<file path="src/rtl/err_arb_pkg.sv">
// Shared types and constants for the error-flag arbiter slice.
package err_arb_pkg;

  typedef enum logic {
    IDLE = 1'b0,
    REQ  = 1'b1
  } arb_state_e;

  localparam int unsigned DEFAULT_TIMEOUT_CYCLES = 64;

  // Lane index width; never narrower than one bit.
  function automatic int unsigned lane_w(input int unsigned n);
    return (n <= 2) ? 1 : $clog2(n);
  endfunction

endpackage

</file>
<file path="src/rtl/err_flag_arbiter_rr_pick.sv">
// Combinational round-robin picker: first set request at or above ptr_i, with wrap.
module rr_pick #(
  parameter int unsigned NUM_LANES = 4,
  parameter int unsigned LANE_W    = 2
) (
  input  logic [NUM_LANES-1:0] req_i,
  input  logic [LANE_W-1:0]    ptr_i,
  output logic [LANE_W-1:0]    grant_o,
  output logic                 valid_o
);

  logic [LANE_W:0]   sum;
  logic [LANE_W-1:0] idx;
  logic              found;

  always_comb begin
    grant_o = '0;
    found   = 1'b0;
    sum     = '0;
    idx     = '0;
    for (int unsigned k = 0; k < NUM_LANES; k++) begin
      // ptr_i and k are both below NUM_LANES, so one subtraction wraps the sum.
      sum = {1'b0, ptr_i} + (LANE_W+1)'(k);
      if (sum >= (LANE_W+1)'(NUM_LANES)) sum = sum - (LANE_W+1)'(NUM_LANES);
      idx = sum[LANE_W-1:0];
      if (!found && req_i[idx]) begin
        found   = 1'b1;
        grant_o = idx;
      end
    end
    valid_o = found;
  end

endmodule

</file>
<file path="src/rtl/err_flag_arbiter.sv">
// Sticky per-lane error flags shared round-robin onto one correction engine.
// Optional ack watchdog enabled by defining ERR_ARB_TIMEOUT_EN.
module err_flag_arbiter
  import err_arb_pkg::*;
#(
  parameter int unsigned NUM_LANES      = 4,
  parameter int unsigned LANE_W         = lane_w(NUM_LANES),
  parameter int unsigned CNT_W          = 16,
  parameter int unsigned TIMEOUT_CYCLES = DEFAULT_TIMEOUT_CYCLES
) (
  input  logic                 clk,
  input  logic                 rst,
  input  logic [NUM_LANES-1:0] err_in,
  input  logic                 corr_ack,
  output logic                 corr_req,
  output logic [LANE_W-1:0]    corr_lane,
  output logic                 any_err,
  output logic [NUM_LANES-1:0] pend_vec,
  output logic [CNT_W-1:0]     svc_cnt,
  output logic                 timeout_flag
);

  if (NUM_LANES < 2 || NUM_LANES > 16 || TIMEOUT_CYCLES < 2) begin : g_bad_params
    $error("err_flag_arbiter: NUM_LANES must be 2..16 and TIMEOUT_CYCLES >= 2");
  end

  arb_state_e           state_q, state_d;
  logic [NUM_LANES-1:0] pend_q, pend_d, clr_mask;
  logic                 any_err_q, any_err_d;
  logic                 req_q, req_d;
  logic [LANE_W-1:0]    lane_q, lane_d;
  logic [LANE_W-1:0]    ptr_q, ptr_d, nxt_ptr;
  logic [CNT_W-1:0]     cnt_q, cnt_d;
  logic [LANE_W-1:0]    pick_lane;
  logic                 pick_valid;
  logic                 tmo_hit;

  rr_pick #(
    .NUM_LANES (NUM_LANES),
    .LANE_W    (LANE_W)
  ) u_rr_pick (
    .req_i   (pend_q),
    .ptr_i   (ptr_q),
    .grant_o (pick_lane),
    .valid_o (pick_valid)
  );

`ifdef ERR_ARB_TIMEOUT_EN
  localparam int unsigned TMO_W = $clog2(TIMEOUT_CYCLES + 1);
  logic [TMO_W-1:0] tmo_q, tmo_d;
  logic             tflag_q;

  // Counter is held at zero outside REQ, so it restarts on every grant.
  assign tmo_d   = (state_q == REQ) ? tmo_q + 1'b1 : '0;
  assign tmo_hit = (state_q == REQ) && !corr_ack && (tmo_q == TMO_W'(TIMEOUT_CYCLES - 1));

  always_ff @(posedge clk or posedge rst) begin
    if (rst) begin
      tmo_q   <= '0;
      tflag_q <= 1'b0;
    end else begin
      tmo_q   <= tmo_d;
      tflag_q <= tflag_q | tmo_hit;
    end
  end

  assign timeout_flag = tflag_q;
`else
  assign tmo_hit      = 1'b0;
  assign timeout_flag = 1'b0;
`endif

  assign nxt_ptr = (lane_q == LANE_W'(NUM_LANES - 1)) ? '0 : lane_q + 1'b1;

  always_comb begin
    state_d  = state_q;
    req_d    = req_q;
    lane_d   = lane_q;
    ptr_d    = ptr_q;
    cnt_d    = cnt_q;
    clr_mask = '0;
    unique case (state_q)
      IDLE: begin
        if (pick_valid) begin
          lane_d  = pick_lane;
          req_d   = 1'b1;
          state_d = REQ;
        end
      end
      REQ: begin
        if (corr_ack) begin
          clr_mask[lane_q] = 1'b1;
          req_d            = 1'b0;
          ptr_d            = nxt_ptr;
          if (cnt_q != '1) cnt_d = cnt_q + 1'b1;
          state_d          = IDLE;
        end else if (tmo_hit) begin
          req_d   = 1'b0;
          ptr_d   = nxt_ptr;
          state_d = IDLE;
        end
      end
      default: state_d = IDLE;
    endcase
    // A new pulse on the lane being cleared wins over the clear.
    pend_d    = (pend_q & ~clr_mask) | err_in;
    any_err_d = |pend_q;
  end

  always_ff @(posedge clk or posedge rst) begin
    if (rst) begin
      state_q   <= IDLE;
      pend_q    <= '0;
      any_err_q <= 1'b0;
      req_q     <= 1'b0;
      lane_q    <= '0;
      ptr_q     <= '0;
      cnt_q     <= '0;
    end else begin
      state_q   <= state_d;
      pend_q    <= pend_d;
      any_err_q <= any_err_d;
      req_q     <= req_d;
      lane_q    <= lane_d;
      ptr_q     <= ptr_d;
      cnt_q     <= cnt_d;
    end
  end

  assign corr_req  = req_q;
  assign corr_lane = lane_q;
  assign any_err   = any_err_q;
  assign pend_vec  = pend_q;
  assign svc_cnt   = cnt_q;

endmodule
</file>
<file path="config.mk">
export PLATFORM = sky130hd
export DESIGN_NAME = err_flag_arbiter
export DESIGN_NICKNAME = d
export VERILOG_FILES = /design/src/rtl/err_arb_pkg.sv /design/src/rtl/err_flag_arbiter_rr_pick.sv /design/src/rtl/err_flag_arbiter.sv
export SDC_FILE = /design/constraint.sdc
export NUM_CORES = 1
export LEC_CHECK = 0
export BUFFER_PORTS_ARGS = -buffer_cell sky130_fd_sc_hd__buf_2
export CORE_MARGIN = 2
export CORE_UTILIZATION = 43
export DETAILED_ROUTE_END_ITERATION = 10
export PLACE_DENSITY = 0.73
export SETUP_SLACK_MARGIN = 0.15
export SYNTH_ARGS = -nofsm -noshare
export SYNTH_HDL_FRONTEND = slang
export SYNTH_HIERARCHICAL = 1
export SYNTH_SLANG_ARGS = --single-unit
</file>
<file path="constraint.sdc">
create_clock -name clk -period 1.9 [get_ports clk]
set_input_delay 0 -clock clk [delete_from_list [all_inputs] [get_ports clk]]
set_output_delay 0 -clock clk [all_outputs]
set_load 0.005 [all_outputs]
</file>
* Yosys cells after proc, flatten, opt, wreduce, memory -nomap -nowiden
Index checks and enable logic that the tools add are counted.
** Word-level totals
- Bits of input ports :: 7
- Register bits :: 27
- Word-level logic and storage cells :: 77
- Output and inout bits :: 25
** Operators by class
- Bitwise logic cells :: 4
- Reduce and logical (&&, ||, !) cells :: 12
- Mux-type cells :: 31
- Equal/unequal tests :: 4
- $lt $le $gt $ge :: 10
- Add/sub/neg operators :: 9
** Operators with widths (count)
- two-way mux 2 bit :: 9
- adder 16 x 1 -> 16 bit, second input constant :: 1
- != test 16 bit, second input constant :: 1
- < comparator 2 x 3 -> 1 bit, second input constant :: 5
- two-way mux 1 bit :: 13
- greater-or-equal comparator 3 bit, second input constant :: 3
- binary-select mux 1 bit (select 2 bit) :: 4
- two-way mux 4 bit :: 2
- subtractor 2 x 1 -> 2 bit, second input constant :: 4
- adder 2 x 2 -> 3 bit, second input constant :: 2
- AND reduction 2 bit :: 3
- bitwise AND 4 bit :: 1
- logical AND 1 bit :: 4
- != test 2 bit, second input constant :: 2
- inverter 4 bit :: 1
- OR 4 bit :: 1
- case mux 1 bit (2 select lines) :: 2
- OR reduction 4 bit :: 1
- adder 2 x 1 -> 3 bit, second input constant :: 1
- greater-or-equal comparator 2 x 3 -> 1 bit, second input constant :: 1
- zero test 1 bit :: 3
- AND reduction 3 bit :: 1
- adder 2 x 1 -> 2 bit, second input constant :: 1
- demux 1 bit (select 2 bit) :: 1
- other kinds (3) :: 3

* Logic depth before layout (Yosys ltp)
- Depth in word-level cells :: 16
- Mapped depth :: 5
- Depth with buffers taken out :: 5

* Hierarchy
Netlist, hierarchy kept.
** By module, submodules not included
- err_flag_arbiter :: sequential area each 675.6 um^2, area an instance 1310.0 um^2, times used 1, cells an instance 118
- rr_pick :: sequential area each 0.0 um^2, area an instance 77.6 um^2, times used 1, cells an instance 15

* Worst setup path before layout
No wires, ideal clock.
- Kind :: reg2reg
- From :: register cnt_q[9], in the netlist svc_cnt[9]
- To :: register cnt_q[1], in the netlist svc_cnt[1]
- Buffers on the path :: 0
- Clock period less this slack :: 1.567 ns
- Setup slack :: 0.333 ns
- Stages on the path, launching flop included :: 5
- Required time :: 1.775 ns
- Library setup time :: 0.125 ns
- Data arrival time :: 1.442 ns
- Cells stage by stage :: dfrtp_1 -> nand4_2 -> nor4_4 -> nor2_2 -> mux2_4
** On the way
- Cells in the longest elaborated chain, start to end :: 2
** Ends and longest elaborated chain
- start: declaration :: RTL line err_flag_arbiter.sv:33 : logic [CNT_W-1:0] cnt_q, cnt_d;
- start signal: assignment :: RTL line err_flag_arbiter.sv:126 : cnt_q <= cnt_d;
- != test 16 bit :: RTL line err_flag_arbiter.sv:95 : if (cnt_q != '1) cnt_d = cnt_q + 1'b1;
- AND reduction 3 bit (no line)
Every way passes these cells.
A chain may end at the register's enable or synchronous reset.

* Worst setup path after layout
- From :: register cnt_q[0], in the netlist svc_cnt[0]
- To :: register cnt_q[15], in the netlist svc_cnt[15]
** On the way
- Cells in the longest elaborated chain, start to end :: 2
- Elaborated cells between the ends (all ways) :: 3
- Those cells by class :: add/sub (1); eq/ne (1); reduce/logical (1)
** Ends and longest elaborated chain
- branches (longest 2 deep; another with adder 16 x 1 -> 16 bit)
Parallel ways; which one is timed is not known.

==> results.txt <==
- Setup violations remaining at the end of the flow were counted as 0.
- Crit path largest cell delay: 440 ps
- Count of mapped cells out of synthesis: 133
- Dividing total power by cell area gives a power density of a little over 1000 nW/µm².
- In this run the worst path has a maximum fanout of 5.
- Non-Filler Cell Area, Final: 1700 µm²
- CTS tree: done
* Number of global-route vias before repair: between 1000 and 1500
- The tool flagged a number of max-cap violations equal to 0.
- Share of synthesized area occupied by flip-flops and latches: 48.7%
* Later-pin clock latency in the skew report: 320 ps
- The number of antenna violations at the first check in global routing was 0.
- From synthesis to final layout, the design area changed by 22.3%.
- Entering global routing, the biggest net connects 28 pins.
- Storage element area: 678 µm²
- The clock arrives with 2.22 ps of skew.
* Number of rows created at floorplan: 20
- Classification of the worst-slack hold path: in2async
- The detailed router finished its first iteration with 52 violations.
- During I/O placement, the number of pins put on the boundary was 32.
- Number of CTS-inserted buffers: 3
* Post-synth EDFFs: 0
- Hold violation total from the final report: 0
- Residual DRC: 0
- Placement Cell Area: 1590 µm²
* Number of instances in the placed design: 206
- Worst setup path startpoint: svc_cnt[0]$_DFFE_PP0P_
- The clock passes through at most 2 buffers.
* Grt ovf: 0
- Summed over all nets, the half-perimeter wirelength after detailed placement is roughly 2200 µm.
- The clock net in this run drives a total of 27 sinks.
- In the final design database the tool counted 186 nets.
- In this run the vertical extent of the chip is 60.8 µm.
* Status: finished clean
* Slew Viols, Final: 0
- Time the worst path needs with I/O delays and setup: 1700 ps
* Fraction of registers with async set/reset: between 90% and 100%
- Count of warnings emitted by yosys: 6
* Critical path required time: 2110 ps
* Worst-path cell with the longest stage delay: sky130_fd_sc_hd__dfrtp_1
* P_leak: 0.834 nW
- Of the available clock period, the critical path in the final layout requires about 90%.
* Clk slew on worst S/H paths: roughly 140 ps
* Endpoint of the lowest-slack register-to-register path: svc_cnt[15]$_DFFE_PP0P_
* Placeable core area: about 3000 µm²
- Placer's final routability congestion estimate: 0.852
- Fillers: 305
- Overall routed net length: 2900 µm
- At the worst endpoint, the arrival time is roughly 1900 ps.
* Unique cell type count in the Yosys netlist: 35
* Last element of the critical path: svc_cnt[15]$_DFFE_PP0P_
- RSZ-0062 raised after global routing: true
- Cell at the root of the clock tree: sky130_fd_sc_hd__clkbuf_4
- Worst reg2reg path startpoint: svc_cnt[0]$_DFFE_PP0P_
- Share of final-layout standard cells stronger than drive strength 1: 30.6%
- WL per Instance: between 10 and 15 µm
* Critical Setup Path Class: reg2reg
* Total number of H-tree levels: 1
- Among all flip-flop cells after synthesis, the most frequent one is sky130_fd_sc_hd__dfrtp_1.
- Number of vias after detailed routing: 1092
* Post-synthesis instance area: ~1400 µm²
- #FFs+latches synth: 27
- STA classifies the critical path endpoint as a register.
- Each instance of the synthesized netlist takes up on average 10.4 µm².
- The signal on the critical path passes through ha_2 -> nand3_4 -> nor4_4 -> buf_4 -> nor4_2 -> xor2_1.
* Global-route wire length before repair: ~4700 µm
- 0 antenna diodes ended up in the layout.
* Vias per cell: roughly 5
- Global routing used 17.0% of the available tracks across all layers.
* DIE WIDTH: 60.8 µm
* # port buffers: 30
- Register-to-register setup slack: between 200 and 250 ps
- Post-route antenna net violation count: 0
- After the flow finishes, the layout carries non-filler instances totaling 217.
- Length of the first detailed-routing pass in iterations: 4
- Logic depth of the worst register-to-register path: 6
* Critical path launch point type: register
* Maximum VDD drop: 0.000493 V
- After routing, the total negative slack on setup checks comes to 0 ps.
- Counting every net in the synthesized netlist gives 145.
* Area of the multi-input gates: 667 µm²
* FMAX: 0.588 GHz
- The floorplan step defined a die boundary enclosing 3700 µm².
- Starting density of the core: 45.5%
[worst max-delay path, delay by kind of cell (launching register included)]
family | cells | cell delay, ps
adders and majority gates | 1 | 230
buffers and inverters | 1 | 200
DFF | 1 | 440
and+or+nand+nor | 3 | 570
xor gates and xnor gates | 1 | 140
[repair_timing]
action,CTS,global route
hold endpoints to repair,32,0
setup buffers,0,1
hold buffers,6,0
gates resized for setup,0,5
setup endpoints to repair,0,6
[layout by cell type (no fill, tap or decap), drive strengths merged, types with 2 or more instances in the layout]
master	synthesis	final
or2	2	2
buf	2	33
nand3	8	8
nor3	5	5
nand4	5	5
o21ai	3	3
clkbuf	1	4
xnor2	7	7
inv	10	10
nand2	17	17
dfrtp	27	27
a21oi	4	4
ha	5	5
nor4	5	5
a21o	5	5
or4	3	3
nor2	6	6
dlygate4sd3	0	6
xor2	8	8
[flip-flops by register name, summed over array words and instances (netlist names)]
signal / flops
corr_req: 1
ptr_q: 2
pend_vec: 4
state_q: 1
corr_lane: 2
any_err: 1
svc_cnt: 16
[cell usage after synthesis, types with 2 or more instances]
cell / count / area, µm²
sky130_fd_sc_hd__dfrtp_1: 27 / 676
sky130_fd_sc_hd__a21o_1: 5 / 37.5
sky130_fd_sc_hd__nor4_1: 2 / 12.5
sky130_fd_sc_hd__nand4_2: 3 / 37.5
sky130_fd_sc_hd__nand3_1: 8 / 40.0
sky130_fd_sc_hd__or4_4: 2 / 22.5
sky130_fd_sc_hd__o21ai_0: 3 / 15.0
sky130_fd_sc_hd__nor4_2: 2 / 25.0
sky130_fd_sc_hd__nor3_1: 5 / 25.0
sky130_fd_sc_hd__ha_1: 5 / 62.6
sky130_fd_sc_hd__nand4_1: 2 / 12.5
sky130_fd_sc_hd__nand2_1: 17 / 63.8
sky130_fd_sc_hd__or2_2: 2 / 12.5
sky130_fd_sc_hd__inv_1: 9 / 33.8
sky130_fd_sc_hd__a21oi_1: 4 / 20.0
sky130_fd_sc_hd__xnor2_1: 7 / 61.3
sky130_fd_sc_hd__xor2_1: 8 / 70.1
sky130_fd_sc_hd__nor2_1: 5 / 18.8
[worst min-delay path by stage]
stage | startpoint | endpoint | slack (ps) | cells after the start
6_report | rst | pend_vec[3]$_DFF_PP0_ | 260 | 4
5_1_grt | rst | pend_vec[3]$_DFF_PP0_ | 320 | 4
3_5_place_dp | rst | pend_vec[1]$_DFF_PP0_ | 80 | 3
2_1_floorplan | rst | any_err$_DFF_PP0_ | 50 | 1
3_3_place_gp | rst | any_err$_DFF_PP0_ | 70 | 3
4_1_cts | rst | pend_vec[1]$_DFF_PP0_ | 260 | 4
[layer usage]
| metal | share of wire (%) | global-route usage (%) | vias up |
|---|---|---|---|
| li1 | - | - | 533 |
| met1 | 43 | 20.0 | 526 |
| met2 | 53 | 31.8 | 30 |
| met3 | 3.5 | 1.92 | 3 |
| met4 | 0.83 | 5.59 | 0 |
| met5 | 0 | 0 | - |
[per-stage QoR]
step	utilization, %	total power [W]	worst slack (ps)	hold WS, ps
after global routing	55.6	0.00187	139	316
after floorplan	-	0.00125	333	52.7
after detailed placement	51.9	0.00148	215	79.1
final	55.6	0.00174	201	258
after global placement	51.9	0.00143	287	72.5
after CTS	54.8	0.00173	185	262
[cell type report]
class	count	share of cell area (%)
Sequential cell	27	40.0
Multi-Input combinational cell	93	39.3
Timing Repair Buffer	39	13.7
Tap cell	44	3.24
Inverter	10	2.21
Clock buffer	4	1.55
[power breakdown]
part / leakage [nW] / internal [W] / total [W] / switching [W]
Sequential: 0.329 / 0.000717 / 0.000907 / 0.000190
Clock: 0.0150 / 0.0000822 / 0.000243 / 0.000161
Combinational: 0.490 / 0.000290 / 0.000585 / 0.000296
Total: 0.834 / 0.00109 / 0.00174 / 0.000647
[cell families after synthesis]
group	synth area share [%]
multiplexers	1.08
flip-flops	48.7
other	0.270
adder cells (fa/ha/maj)	4.51
buffers and inverters	4.33
AO/OA/AOI/OAI	7.12
AND/OR/NAND/NOR	24.5
XOR/XNOR	9.47
Power figures use the tool's default switching activity.
